[config.mk]
export PLATFORM = sky130hd
export DESIGN_NAME = ps2_key_sequencer_flat
export DESIGN_NICKNAME = d
export VERILOG_FILES = /design/src/rtl/ps2_key_sequencer_pkg.sv /design/src/rtl/ps2_key_sequencer_if.sv /design/src/rtl/ps2_key_sequencer.sv /design/src/flat_wrapper.sv
export SDC_FILE = /design/constraint.sdc
export NUM_CORES = 1
export LEC_CHECK = 0
export ABC_AREA = 1
export CAP_MARGIN = 20
export CELL_PAD_IN_SITES_DETAIL_PLACEMENT = 1
export CELL_PAD_IN_SITES_GLOBAL_PLACEMENT = 2
export CORE_MARGIN = 2
export CORE_UTILIZATION = 26
export DETAILED_ROUTE_END_ITERATION = 8
export PLACE_DENSITY_LB_ADDON = 0.1
export RECOVER_POWER = 50
export SYNTH_ARGS = -nofsm -noshare
export SYNTH_HDL_FRONTEND = slang
export SYNTH_SLANG_ARGS = --single-unit
[constraint.sdc]
create_clock -name clk -period 1.91 [get_ports clk]
set_input_delay 0.573 -clock clk [delete_from_list [all_inputs] [get_ports clk]]
set_output_delay 0.573 -clock clk [all_outputs]
set_load 0.005 [all_outputs]
[src/rtl/ps2_key_sequencer_pkg.sv]
// Shared PS/2 scan-code constants and sequencer state encoding.
// Imported by the key sequencer and by anything that decodes its event stream.
package ps2_pkg;

   localparam logic [7:0] PS2_EXT  = 8'hE0;
   localparam logic [7:0] PS2_BRK  = 8'hF0;
   localparam logic [7:0] PS2_ERR0 = 8'h00;
   localparam logic [7:0] PS2_ERR1 = 8'hFF;

   typedef enum logic [1:0] {
      ST_IDLE  = 2'd0,
      ST_POP   = 2'd1,
      ST_GUARD = 2'd2,
      ST_EMIT  = 2'd3
   } state_e;

endpackage

[src/rtl/ps2_key_sequencer_if.sv]
// Bundle of the receiver-FIFO side and the key-event side of the sequencer.
// master = surrounding system (receiver + event consumer); slave = sequencer.
interface ps2_key_sequencer_if;

   // Receiver side: rx_data is valid whenever rx_ready=1; the sequencer pops it
   // with a one-cycle low pulse on rx_nextdata_n.
   logic       rx_ready;
   logic [7:0] rx_data;
   logic       rx_overflow;
   logic       rx_nextdata_n;

   // Event side: an event transfers on a cycle with ev_valid=1 and ev_ready=1;
   // while ev_valid=1 and ev_ready=0 the ev_* fields hold steady, and ev_valid
   // never drops without a transfer.
   logic       ev_valid;
   logic       ev_ready;
   logic [7:0] ev_code;
   logic       ev_ext;
   logic       ev_break;

   modport master (
      output rx_ready, rx_data, rx_overflow, ev_ready,
      input  rx_nextdata_n, ev_valid, ev_code, ev_ext, ev_break
   );

   modport slave (
      input  rx_ready, rx_data, rx_overflow, ev_ready,
      output rx_nextdata_n, ev_valid, ev_code, ev_ext, ev_break
   );

endinterface

[src/rtl/ps2_key_sequencer.sv]
// Turns raw PS/2 scan-code bytes into make/break key events with prefixes
// folded in, tracks the held key and counts key presses.
module ps2_key_sequencer
   import ps2_pkg::*;
#(
   parameter bit TYPEMATIC_FILTER = 1'b1
) (
   input  logic                 clk,
   input  logic                 clrn,
   ps2_key_sequencer_if.slave   bus,
   output logic [7:0]           press_cnt,
   output logic                 held,
   output logic [8:0]           held_code,
   output logic                 ovf_sticky,
   output state_e               dbg_state
);

   state_e     state_q, state_d;
   logic [7:0] byte_q, byte_d;
   logic       ext_q, ext_d;
   logic       brk_q, brk_d;
   logic [7:0] ev_code_q, ev_code_d;
   logic       ev_ext_q, ev_ext_d;
   logic       ev_brk_q, ev_brk_d;
   logic [7:0] press_q, press_d;
   logic       held_q, held_d;
   logic [8:0] held_code_q, held_code_d;
   logic       ovf_q, ovf_d;
   logic       emit;
   logic [8:0] key;

   assign key = {ext_q, byte_q};

   // State register
   always_ff @(posedge clk or negedge clrn) begin
      if (!clrn) state_q <= ST_IDLE;
      else       state_q <= state_d;
   end

   always_ff @(posedge clk or negedge clrn) begin
      if (!clrn) begin
         byte_q      <= '0;
         ext_q       <= 1'b0;
         brk_q       <= 1'b0;
         ev_code_q   <= '0;
         ev_ext_q    <= 1'b0;
         ev_brk_q    <= 1'b0;
         press_q     <= '0;
         held_q      <= 1'b0;
         held_code_q <= '0;
         ovf_q       <= 1'b0;
      end else begin
         byte_q      <= byte_d;
         ext_q       <= ext_d;
         brk_q       <= brk_d;
         ev_code_q   <= ev_code_d;
         ev_ext_q    <= ev_ext_d;
         ev_brk_q    <= ev_brk_d;
         press_q     <= press_d;
         held_q      <= held_d;
         held_code_q <= held_code_d;
         ovf_q       <= ovf_d;
      end
   end

   // Byte decode: acts only in GUARD, on the byte latched when leaving IDLE.
   always_comb begin
      byte_d      = byte_q;
      ext_d       = ext_q;
      brk_d       = brk_q;
      ev_code_d   = ev_code_q;
      ev_ext_d    = ev_ext_q;
      ev_brk_d    = ev_brk_q;
      press_d     = press_q;
      held_d      = held_q;
      held_code_d = held_code_q;
      ovf_d       = ovf_q;
      emit        = 1'b0;

      if (state_q == ST_IDLE && bus.rx_ready) byte_d = bus.rx_data;

      if (state_q == ST_GUARD) begin
         case (byte_q)
            PS2_EXT: ext_d = 1'b1;
            PS2_BRK: brk_d = 1'b1;
            PS2_ERR0, PS2_ERR1: begin
               ext_d = 1'b0;
               brk_d = 1'b0;
            end
            default: begin
               ext_d = 1'b0;
               brk_d = 1'b0;
               if (brk_q) begin
                  emit = 1'b1;
                  if (held_q && key == held_code_q) held_d = 1'b0;
               end else if (!(TYPEMATIC_FILTER && held_q && key == held_code_q)) begin
                  emit        = 1'b1;
                  held_d      = 1'b1;
                  held_code_d = key;
                  press_d     = press_q + 8'd1;
               end
               if (emit) begin
                  ev_code_d = byte_q;
                  ev_ext_d  = ext_q;
                  ev_brk_d  = brk_q;
               end
            end
         endcase
      end

      // An overflow means bytes were lost, so any half-seen prefix is untrusted.
      if (bus.rx_overflow) begin
         ovf_d = 1'b1;
         ext_d = 1'b0;
         brk_d = 1'b0;
      end
   end

   // Next-state logic
   always_comb begin
      state_d = state_q;
      case (state_q)
         ST_IDLE:  if (bus.rx_ready) state_d = ST_POP;
         ST_POP:   state_d = ST_GUARD;
         ST_GUARD: state_d = emit ? ST_EMIT : ST_IDLE;
         ST_EMIT:  if (bus.ev_ready) state_d = ST_IDLE;
         default:  state_d = ST_IDLE;
      endcase
   end

   // Output logic
   always_comb begin
      bus.rx_nextdata_n = (state_q != ST_POP);
      bus.ev_valid      = (state_q == ST_EMIT);
   end

   assign bus.ev_code  = ev_code_q;
   assign bus.ev_ext   = ev_ext_q;
   assign bus.ev_break = ev_brk_q;
   assign press_cnt    = press_q;
   assign held         = held_q;
   assign held_code    = held_code_q;
   assign ovf_sticky   = ovf_q;
   assign dbg_state    = state_q;

endmodule
[src/flat_wrapper.sv]
// flat-port wrapper written by rule: the top's interface ports become plain ports
module ps2_key_sequencer_flat import ps2_pkg::*;
#(
   parameter bit TYPEMATIC_FILTER = 1'b1
)
  (clk, clrn, press_cnt, held, held_code, ovf_sticky, dbg_state, bus_rx_ready, bus_rx_data, bus_rx_overflow, bus_ev_ready, bus_rx_nextdata_n, bus_ev_valid, bus_ev_code, bus_ev_ext, bus_ev_break);
  ps2_key_sequencer_if bus_i ();
  input  logic clk;
  input  logic clrn;
  output logic [7:0] press_cnt;
  output logic held;
  output logic [8:0] held_code;
  output logic ovf_sticky;
  output state_e dbg_state;
  input wire logic [$bits(bus_i.rx_ready)-1:0] bus_rx_ready;
  input wire logic [$bits(bus_i.rx_data)-1:0] bus_rx_data;
  input wire logic [$bits(bus_i.rx_overflow)-1:0] bus_rx_overflow;
  input wire logic [$bits(bus_i.ev_ready)-1:0] bus_ev_ready;
  output wire logic [$bits(bus_i.rx_nextdata_n)-1:0] bus_rx_nextdata_n;
  output wire logic [$bits(bus_i.ev_valid)-1:0] bus_ev_valid;
  output wire logic [$bits(bus_i.ev_code)-1:0] bus_ev_code;
  output wire logic [$bits(bus_i.ev_ext)-1:0] bus_ev_ext;
  output wire logic [$bits(bus_i.ev_break)-1:0] bus_ev_break;
  assign bus_i.rx_ready = bus_rx_ready;
  assign bus_i.rx_data = bus_rx_data;
  assign bus_i.rx_overflow = bus_rx_overflow;
  assign bus_i.ev_ready = bus_ev_ready;
  assign bus_rx_nextdata_n = bus_i.rx_nextdata_n;
  assign bus_ev_valid = bus_i.ev_valid;
  assign bus_ev_code = bus_i.ev_code;
  assign bus_ev_ext = bus_i.ev_ext;
  assign bus_ev_break = bus_i.ev_break;
  ps2_key_sequencer #(.TYPEMATIC_FILTER(TYPEMATIC_FILTER)) u_core (.clk(clk), .clrn(clrn), .bus(bus_i), .press_cnt(press_cnt), .held(held), .held_code(held_code), .ovf_sticky(ovf_sticky), .dbg_state(dbg_state));
endmodule
# After elaboration in Yosys (flattened, before gate mapping)
# Cells that the tools add are included.
# Widths: inputs -> output; s select.
classes:
  n_addsub: 1
  n_eq_ne: 14
  mux: 19
  bitwise_logic: 3
  reduce_logical: 12
op_table:
  columns: ["operator", "n"]
  rows:
  - ["$eq 8x8->1 const B", 3]
  - ["$mux 1", 13]
  - ["$ne 2x2->1 const B", 5]
  - ["$eq 9x9->1", 1]
  - ["$add 8x1->8 const B", 1]
  - ["$logic_not 8->1", 1]
  - ["$pmux 2 s4", 1]
  - ["$reduce_and 4->1", 2]
  - ["$mux 2", 3]
  - ["$reduce_and 2->1", 3]
  - ["$eq 2x2->1 const B", 2]
  - ["$ne 2x1->1 const B", 2]
  - ["$pmux 1 s2", 2]
  - ["$reduce_or 4->1", 1]
  - ["$not 1->1", 3]
  - ["$reduce_and 3->1", 1]
  - ["$eq 2x1->1 const B", 1]
  - ["$logic_and 1x1->1", 2]
  - ["$logic_not 2->1", 1]
  - ["$reduce_bool 2->1", 1]
totals:
  register_bits: 41
  inputBits: 13
  out_inout_bits: 33
  word_cells: 60

# Depth between registers and ports, before layout
logic_depth:
  word_depth: 10
  ltp_mapped: 13
  mapped_depth_nobuf: 12

# Worst setup path after synthesis
# No wires, ideal clock.
synth_path:
  path_kind: "register to register"
  startpoint: "register u_core.held_code_q[2], in the netlist u_core.held_code[2]"
  endpoint: "register u_core.held_code_q[3], in the netlist u_core.held_code[3]"
  setup_ns: 0.117
  t_arrival_ns: 1.780
  required_time_ns: 1.793
  slack_ns: 0.013
  path_stages_with_launch: 11
  path_buffers: 2
  synth_period_minus_slack_ns: 1.897
  path_cell_list: "dfrtp_1 > or2_2 > a21oi_1 > nand3_1 > nor2_1 > inv_1 > ha_1 > buf_1 > buf_1 > nand4_1 > nand2_1"
synth_via:
  elab_chain_len: 4
synth_rtl:
  columns: ["item", "line", "source"]
  rows:
  - ["start, declared", "ps2_key_sequencer.sv:27", "logic [8:0] held_code_q, held_code_d;"]
  - ["start signal, assigned", "ps2_key_sequencer.sv:61", "held_code_q <= held_code_d;"]
  - ["$eq 9x9->1", "ps2_key_sequencer.sv:96", "end else if (!(TYPEMATIC_FILTER && held_q && key == held_code_q)) begin"]
  - ["$logic_and 1x1->1", "ps2_key_sequencer.sv:96", null]
  - ["$not 1->1 (no line)", null, null]
  - ["$reduce_and 4->1 (no line)", null, null]
# No other way between the ends.
# A chain may end at the register's enable or synchronous reset.

# Worst setup path after layout
layout_path:
  startpoint: "register u_core.press_q[4], in the netlist u_core.press_cnt[4]"
  endpoint: "output port press_cnt[4]"
layout_lines:
  columns: ["item", "line", "source"]
  rows:
  - ["start, declared", "ps2_key_sequencer.sv:25", "logic [7:0] press_q, press_d;"]
  - ["start signal, assigned", "ps2_key_sequencer.sv:59", "press_q <= press_d;"]
  - ["end, declared", "flat_wrapper.sv:10", "output logic [7:0] press_cnt;"]
# No word-level cell between the ends.

==> results_dict.tcl <==
set metrics [dict create \
    outcome "complete, no violations" \
    critPathBufInv 1 \
    syn_avg_cell_area_um2 8.275 \
    post-route-period-util 0.9625 \
    endpoint_kind "output port" \
    netlist_area_mm2 0.002118 \
    vias 1928 \
    skew_ps 8.559 \
    dieHeight_um 94.26 \
    crit_path_max_incr_delay_ps 530 \
    fin_crit_ps 1838 \
    p_total_mw 4.664 \
    crit_slowest_cell "clkdlybuf4s50_1" \
    die_x_um 94.26 \
    mostFrequentLayoutCell "nand2_1" \
    path_delay_family "buffers and inverters" \
    grt_pass1_wl_um 10010 \
    grt_max_degree 42 \
    area_growth_pct 36.92 \
    grt.overflow.total 0 \
    routed_via_density 4.580 \
    worstSkewPairLatency_ps 290 \
    max_cap_violations 0 \
    drt_wl_total_um 6164 \
    drt_first_pass_iters 4 \
    layout.nets 335 \
    avgRoutedWirePerCell_um 14.64 \
    placed_area_mm2 0.002744 \
    vdd_drop_max_uv 406.7 \
    grt_pass1_vias 1946 \
    cp-start-kind "register" \
    cts_tree "done" \
    tightestPinTransition_ps 1070 \
    setup_viol 0 \
    clockPowerShare 0.124 \
    arrival_ps 1270 \
    dpl.hpwl_um 4410 \
    cts_made_buffers 5 \
    cp_cell_sequence "clkdlybuf4s50_1" \
    gp_congestion 0.7549 \
    p_sw_mw 1.876 \
    maxSlewViolCount 0 \
    fin_area_mm2 0.002900 \
    final_util 0.3715 \
    combPwrFrac 0.532 \
    netlist_instances 256 \
    drtIter0Drc 51 \
    htree_num_levels 2 \
    cts-root-buf "clkbuf_8" \
    antenna_found_initial 0 \
    p_sw_frac 0.4023 \
    dieArea_mm2 0.008885 \
    rows 32 \
    synthDistinctLibCells 30 \
    p_seq_frac 0.344 \
    ant_nets 0 \
    whs_ps 473.5 \
    p_leak_nw 1.386 \
    setup.worst_path.class "reg -> out" \
    insertedDiodeCount 0 \
    intPower_mw 2.788 \
    start_util 0.2713 \
    clockBufferDepth 2 \
    ctsHoldBuffers 0 \
    yosys_warnings 0 \
    critical_path_peak_fanout 5 \
    powerDensity_mw_per_mm2 1608 \
    relSlewSlack 0.2865 \
    ys_ff_latch 41 \
    clkSinkCount 41 \
    cp.required_ps 1340 \
    drcViolationCount 0 \
    path_clk_slew_ps 70 \
    max_freq_ghz 0.5440 \
    ios 46 \
    rsz0062_at_grt "true" \
    hold_violations 0 \
    syn_nets 272 \
    io_buffers 45 \
    hp-class "reg -> reg" \
    coreArea_mm2 0.007807 \
    seq_area_frac_synth 0.4843 \
    drive_gt1_frac 0.1505 \
    grtUsageTotal 0.1464 \
    layout_common_cells "83 x nand2_1, 41 x dfrtp_1, 40 x clkdlybuf4s50_1, 29 x nand4_1, 23 x nor2_1" \
]
-- registers in the layout, summed over array words and instances, names as in the netlist --
name / cells
u_core.press_cnt: 8
u_core.brk_q: 1
u_core.dbg_state: 2
u_core.bus.ev_break: 1
u_core.ovf_sticky: 1
u_core.held_code: 9
u_core.held: 1
u_core.bus.ev_ext: 1
u_core.bus.ev_code: 8
u_core.byte_q: 8
u_core.ext_q: 1
-- worst paths after layout --
check / start / to / slack [ps] / depth (start not counted)
worst min register to register: u_core.bus.ev_code[0] / u_core.bus.ev_code[0] / 470 / 2
worst max-delay path: u_core.press_cnt[4] / press_cnt[4] / 70 / 1
worst min-delay path: u_core.bus.ev_code[0] / u_core.bus.ev_code[0] / 470 / 2
worst max register to register: u_core.held_code[2] / u_core.held_code[1] / 150 / 9
max in group asynchronous: clrn / u_core.brk_q / 710 / 2
min in group asynchronous: clrn / u_core.held_code[0] / 560 / 2
-- layout make-up --
cell class	count	area, um2
clock buffer	7	86.33
fill	956	4907
inverter	20	75.07
multi-input combinational	185	973.4
sequential	41	1026
tap	102	127.6
timing repair buffer	66	611.8
-- power by group through the flow --
stage / clock network (mW) / registers (mW) / logic (mW)
3_5_place_dp: 0 / 1.64 / 2.34
4_1_cts: 0.605 / 1.61 / 2.38
2_1_floorplan: 0 / 1.60 / 1.22
3_3_place_gp: 0 / 1.63 / 2.33
6_report: 0.578 / 1.60 / 2.48
5_1_grt: 0.629 / 1.67 / 2.83
-- Yosys cell counts, drive strengths merged --
library cell	instances	share of area
a21boi	1	0.0089
a21o	1	0.0035
a21oi	10	0.024
buf	10	0.034
clkbuf	2	0.0035
dfrtp	41	0.48
ha	3	0.018
inv	20	0.035
mux2	1	0.0053
nand2	85	0.16
nand3	10	0.032
nand3b	1	0.0035
nand4	29	0.086
nor2	27	0.058
o211ai	1	0.0035
o21ai	5	0.012
or2	3	0.0089
xnor2	2	0.0083
xor2	4	0.017
-- per-stage QoR --
stage / setup TNS [ps] / setup WS [ps] / cells
floorplan: 0 / 12.50 / 256
global placement: 0 / 110.7 / 407
detailed placement: 0 / 80.74 / 407
CTS: 0 / 6.708 / 416
global route: -72.99 / -13.87 / 421
finish: 0 / 71.68 / 421
-- per-layer routing --
metal  vias to the layer above  global-route usage  wire (um)
met5                         -                   0          0
met4                         0             0.04348         65
met3                         5             0.02729        156
met2                        27              0.2339       2907
met1                       933              0.2011       3034
li1                        963                   -          -
-- what timing repair did --
action,in CTS,in global routing
pin swaps,2,1
gates cloned,0,2
resized for setup,1,8
endpoints found under the setup margin,2,31
setup buffers,2,3
-- kinds of logic after synthesis --
| group | share of synthesized area |
|---|---|
| and+or+nand+nor | 0.3432 |
| AOI/OAI and AO/OA | 0.05139 |
| adders and majority gates | 0.01772 |
| buffers and inverters | 0.07324 |
| muxes | 0.005316 |
| xor gates and xnor gates | 0.02481 |
| DFF | 0.4843 |
Note: power is estimated with default switching activity, not from simulation.
